## src/rtl/irq_sched.sv

```systemverilog
// rtl/irq_sched.sv - interrupt scheduler: edge-latched pending, masked priority select, bus register window
// Optional feature macro: IRQ_SCHED_ROUND_ROBIN_EN (rotating priority; default is fixed lowest-index-first).
module irq_sched #(
    parameter int              NSRC      = 4,
    parameter logic [63:0]     BASE_ADDR = 64'h8000_0020,
    parameter int              TIMEOUT   = 255,
    parameter logic [NSRC-1:0] EN_RESET  = '1
) (
    input  logic            clk,
    input  logic            reset,
    input  logic [NSRC-1:0] irq_src,
    output logic [3:0]      interrupt_vector,
    input  logic            interrupt_done,
    input  logic [63:0]     bus_address,
    input  logic [63:0]     bus_write_data,
    input  logic            bus_write_enable,
    input  logic            bus_read_enable,
    output logic [63:0]     bus_read_data,
    output logic            irq_active,
    output logic            irq_timeout
);
    typedef enum logic [1:0] {IDLE, ASSERT, GAP} state_t;

    state_t          state_q, state_d;
    logic [NSRC-1:0] src_q, pending_q, enable_q;
    logic [NSRC-1:0] edge_det, cand, clr;
    logic [3:0]      cur_q, cur_d, vec_d, sel;
    logic [15:0]     cnt_q, cnt_d;
    logic            to_set, served;
    logic            hit_pend, hit_en, hit_st;
    logic [63:0]     rd_mux;
    logic            unused_wdata;

    assign edge_det   = irq_src & ~src_q;
    assign cand       = pending_q & enable_q;
    assign irq_active = (state_q == ASSERT);

    assign hit_pend = (bus_address == BASE_ADDR);
    assign hit_en   = (bus_address == BASE_ADDR + 64'h8);
    assign hit_st   = (bus_address == BASE_ADDR + 64'h10);
    assign unused_wdata = ^bus_write_data;

`ifdef IRQ_SCHED_ROUND_ROBIN_EN
    logic [3:0] last_q;
    logic [4:0] dist, best_dist;

    // Pick the candidate with the smallest rotational distance past the last-serviced index.
    always_comb begin
        sel       = '0;
        dist      = '0;
        best_dist = 5'h1f;
        for (int i = 0; i < NSRC; i++) begin
            dist = 5'(i) + 5'(NSRC) - 5'(last_q) - 5'd1;
            if (dist >= 5'(NSRC))
                dist = dist - 5'(NSRC);
            if (cand[i] && (dist < best_dist)) begin
                best_dist = dist;
                sel       = 4'(i);
            end
        end
    end

    always_ff @(posedge clk or negedge reset) begin
        if (!reset)
            last_q <= 4'(NSRC - 1);
        else if (served)
            last_q <= cur_q;
    end
`else
    always_comb begin
        sel = '0;
        for (int i = NSRC - 1; i >= 0; i--)
            if (cand[i])
                sel = 4'(i);
    end
`endif

    always_comb begin
        state_d = state_q;
        cur_d   = cur_q;
        cnt_d   = cnt_q;
        vec_d   = interrupt_vector;
        clr     = '0;
        to_set  = 1'b0;
        served  = 1'b0;
        case (state_q)
            IDLE: begin
                if (|cand) begin
                    cur_d   = sel;
                    vec_d   = sel + 4'd1;
                    cnt_d   = 16'(TIMEOUT - 1);
                    state_d = ASSERT;
                end
            end
            ASSERT: begin
                // Done wins over an expiring counter in the same cycle.
                if (interrupt_done) begin
                    clr     = (NSRC)'(1) << cur_q;
                    vec_d   = 4'd0;
                    served  = 1'b1;
                    state_d = GAP;
                end else if (cnt_q == 16'd0) begin
                    to_set  = 1'b1;
                    vec_d   = 4'd0;
                    served  = 1'b1;
                    state_d = GAP;
                end else begin
                    cnt_d = cnt_q - 16'd1;
                end
            end
            GAP:     state_d = IDLE;
            default: state_d = IDLE;
        endcase
    end

    always_comb begin
        rd_mux = '0;
        if (hit_pend)
            rd_mux[NSRC-1:0] = pending_q;
        else if (hit_en)
            rd_mux[NSRC-1:0] = enable_q;
        else if (hit_st)
            rd_mux = {55'd0, irq_timeout, interrupt_vector, 3'd0, irq_active};
    end

    always_ff @(posedge clk or negedge reset) begin
        if (!reset) begin
            state_q          <= IDLE;
            src_q            <= '0;
            pending_q        <= '0;
            enable_q         <= EN_RESET;
            cur_q            <= '0;
            cnt_q            <= '0;
            interrupt_vector <= '0;
            irq_timeout      <= 1'b0;
            bus_read_data    <= '0;
        end else begin
            state_q          <= state_d;
            src_q            <= irq_src;
            // A new edge on a bit being cleared keeps it set.
            pending_q        <= (pending_q & ~clr) | edge_det;
            cur_q            <= cur_d;
            cnt_q            <= cnt_d;
            interrupt_vector <= vec_d;
            if (bus_write_enable && hit_en)
                enable_q <= bus_write_data[NSRC-1:0];
            if (to_set)
                irq_timeout <= 1'b1;
            else if (bus_write_enable && hit_st && bus_write_data[8])
                irq_timeout <= 1'b0;
            bus_read_data <= bus_read_enable ? rd_mux : 64'd0;
        end
    end
endmodule

```

## config.mk

```make
export PLATFORM = sky130hd
export DESIGN_NAME = irq_sched
export DESIGN_NICKNAME = d
export VERILOG_FILES = /design/src/rtl/irq_sched.sv
export SDC_FILE = /design/constraint.sdc
export NUM_CORES = 1
export LEC_CHECK = 0
export CAP_MARGIN = 5
export CORE_AREA = 2 2 98 81
export DETAILED_ROUTE_END_ITERATION = 10
export DIE_AREA = 0 0 100 83
export PLACE_DENSITY = 0.95
export SLEW_MARGIN = 0
export SYNTH_ARGS = -nofsm -noshare
export SYNTH_HDL_FRONTEND = slang
export SYNTH_SLANG_ARGS = --single-unit
```

## constraint.sdc

```tcl
create_clock -name clk -period 5.6 [get_ports clk]
set_clock_uncertainty 0.1 [all_clocks]
set_input_delay 1.4 -clock clk [delete_from_list [all_inputs] [get_ports clk]]
set_output_delay 1.4 -clock clk [all_outputs]
set_load 0.01 [all_outputs]
```

==> impl_metrics.py <==
metrics = {
    "drt": {
        "wirelength_um": 6400,
        "wl_met3_um": 642,
        "wl_per_cell_um": 14.3,
        "postRouteAntennaNets": 0,
        "met1_length_um": 2270,
        "drtPass1Iterations": 4,
        "viasPerCell": 4.77,
        "vias": 2128,
        "drc": 0,
        "wl_met2_um": 3360,
        "drtIter0Drc": 160,
        "highest_layer": "met4",
    },
    "clock_tree": {
        "cts_root_buf": "clkbuf_8",
        "cts-resized-gates": 0,
        "cts_made_buffers": 5,
        "hold_buffers": 0,
        "postCtsSetupRepairBufs": 0,
        "clock_latency_ns": 0.31,
        "tritoncts": "yes",
        "h-tree-depth": 2,
        "clock-sinks": 44,
        "cts.clk_slew.worst_paths_ns": 0.08,
        "cts_buffer_depth": 2,
    },
    "logic_synthesis": {
        "synth_warnings": 0,
        "ys_top_cells_by_area": "dfrtp_1, buf_4, dfstp_2",
        "ys_async_sr_fraction_pct": 100,
        "synth.ff_latch_count": 44,
        "avgSynthCellArea_um2": 9.80,
        "synth_top_area_share_pct": 38.5,
        "synth_flop_cell": "dfrtp_1",
        "ys_seq_area_share_pct": 42.6,
        "yosysMostFrequentCell": "buf_4",
        "synthCells": 265,
        "netlist_top_cells_count": "buf_4, dfrtp_1, nand2_1, nor4_1, o21ai_0",
        "yosys.area.top_type": "dfrtp_1",
        "synth-edff-count": 0,
        "synth_area_um2": 2600,
        "netlist-cell-type-count": 49,
    },
    "final_layout": {
        "final_cells": 446,
        "num-nets-final": 495,
        "seq_area_um2": 1110,
        "area_growth_pct": 32.3,
        "diodes": 0,
        "multi_input_area_um2": 1200,
        "nFillCells": 672,
        "layout-drive-gt1-share_pct": 8.43,
    },
    "placement": {
        "io_buffers": 90,
        "hpwl_um": 5200,
        "pre_cts_ws_ns": 1.86,
        "place_inst": 438,
        "place_congestion": 0.844,
    },
    "run_status": {
        "status": "complete, no violations",
    },
    "grt": {
        "grt_start_max_net_pins": 45,
        "antenna_found_initial": 0,
        "grt_pass1_wl_um": 9720,
        "grt.total_usage_pct": 14.8,
        "overflow": 0,
        "grt_pass1_vias": 2098,
    },
    "run": {
        "drv_cap": 0,
    },
    "timing": {
        "finalHoldViolCount": 0,
        "max_clock_freq_ghz": 0.291,
        "layout_setup_ws_ns": 2.16,
        "fin_crit_sh_pct": 61.5,
        "drv_slew": 0,
        "worst_pin_slew_ns": 0.967,
        "finalCriticalPeriod_ns": 3.44,
        "rsz0062_at_grt": "no",
        "finalSetupTns_ns": 0,
        "setup_viol": 0,
        "slew_headroom_pct": 35.6,
        "fin_hold_ws_ns": 0.322,
    },
    "worst_setup_path": {
        "path_buf_inv": 1,
        "r2r_end": "cnt_q[12]$_DFFE_PN0P_",
        "cp.arrival_ns": 3.57,
        "rrSetupSlack_ns": 2.99,
        "worstSetupStartpointType": "input port",
        "crit_type": "in2reg",
        "worstSetupPathDepth": 6,
        "critPathMostFrequentCell": "nand4_1",
        "critPathSlowestCell": "nor4_1",
        "rr_worst_depth": 5,
        "crit_fanout": 4,
        "end_kind": "register",
        "slowest_delay_ns": 0.51,
        "worstPathRequired_ns": 5.72,
        "r2r-start": "cnt_q[12]$_DFFE_PN0P_",
        "path_delay_family": "simple AND/OR/NAND/NOR gates",
        "cp_cell_sequence": "clkdlybuf4s50_1 > nor4b_1 > nand4_1 > nor4_1 > nand4_1 > mux2_2",
    },
    "worst_hold_path": {
        "hold_depth": 1,
        "min_from": "src_q[0]$_DFF_PN0_",
        "hold_path_class": "reg2reg",
        "hold_end": "pending_q[0]$_DFF_PN0_",
    },
    "floorplanning": {
        "rows": 28,
        "ios": 207,
        "floorplan.initialDensity_pct": 35.6,
        "die_h_um": 83,
        "core_um2": 7290,
        "fp.dieArea_um2": 8300,
        "die_w_um": 100,
    },
    "power": {
        "power_uw": 622,
        "vdd_drop_max_v": 0.0000721,
        "powerDensity_nw_per_um2": 181,
        "p_leak_uw": 0.00143,
    },
}
[layout by cell type (no fill, tap or decap), types with 3 or more instances in the layout]
cell type / count
clkdlybuf4s50_1: 89
conb_1: 57
dfrtp_1: 40
nand2_1: 20
nor4_1: 15
o21ai_0: 12
nor2_1: 11
inv_1: 10
nand3_1: 9
o31ai_1: 6
mux2i_1: 5
clkbuf_8: 5
a21oi_1: 4
nand4_1: 4
and2_1: 4
xor2_1: 4
mux2_2: 4
dfstp_2: 4
nor3_1: 3
nor2b_1: 3
or3_1: 3
or4_1: 3
o311ai_0: 3
ha_1: 3
[worst max-delay path by stage]
stage                                          to            start  slack (ns)
after CTS                   cnt_q[13]$_DFFE_PN0P_   interrupt_done        2.17
after detailed placement    cnt_q[13]$_DFFE_PN0P_   interrupt_done        1.86
after global placement      cnt_q[13]$_DFFE_PN0P_   interrupt_done        1.87
after global routing      enable_q[3]$_DFFE_PN1P_  bus_address[28]        2.01
after floorplan             cnt_q[13]$_DFFE_PN0P_   interrupt_done        2.53
final                     enable_q[3]$_DFFE_PN1P_  bus_address[28]        2.16
[logic make-up after synthesis]
| logic type | share of synthesized area, % |
|---|---|
| buf+inv | 19.4 |
| flops | 42.6 |
| simple gates | 19.4 |
| fa+ha+maj | 1.45 |
| other cells | 0.144 |
| mux | 3.66 |
| compound gates | 12.0 |
| xor+xnor | 1.35 |
[area by class of cell]
class	instances	share of cell area [%]
clock inverter	3	0.546
multi-input combinational	204	34.8
sequential	44	32.2
timing repair buffer	90	26.1
inverter	10	1.09
tap	90	3.28
clock buffer	5	2.00
[where the power goes]
| group | switching [uW] | internal, uW |
|---|---|---|
| Clock | 109 | 87.0 |
| Sequential | 4.06 | 322 |
| Combinational | 43.2 | 55.7 |
| Total | 157 | 465 |
[worst reg2reg max path, delay by kind of cell, from the launching register on]
kind / cells / cell delay [ns]
and+or+nand+nor: 2 / 1.25
DFF: 1 / 0.40
AOI/OAI and AO/OA: 3 / 0.75
[registers in the layout (all words and copies together) (netlist names)]
register,count
pending_q,4
cnt_q,16
cur_q,2
state_q,2
src_q,4
irq_timeout,1
bus_read_data,8
enable_q,4
interrupt_vector,3
[metal layers]
metal,vias up,track usage [%]
met1,1019,14.9
met5,-,0
met3,11,5.13
met4,0,4.98
met2,87,27.9
li1,1011,-
[metrics by stage]
stage	instance area, um2	util [%]
after floorplan	2810	-
after global placement	3350	46.0
after detailed placement	3350	46.0
after CTS	3440	47.2
after global routing	3440	47.2
final	3440	47.2
No activity file was read; power rests on OpenSTA's default activity.
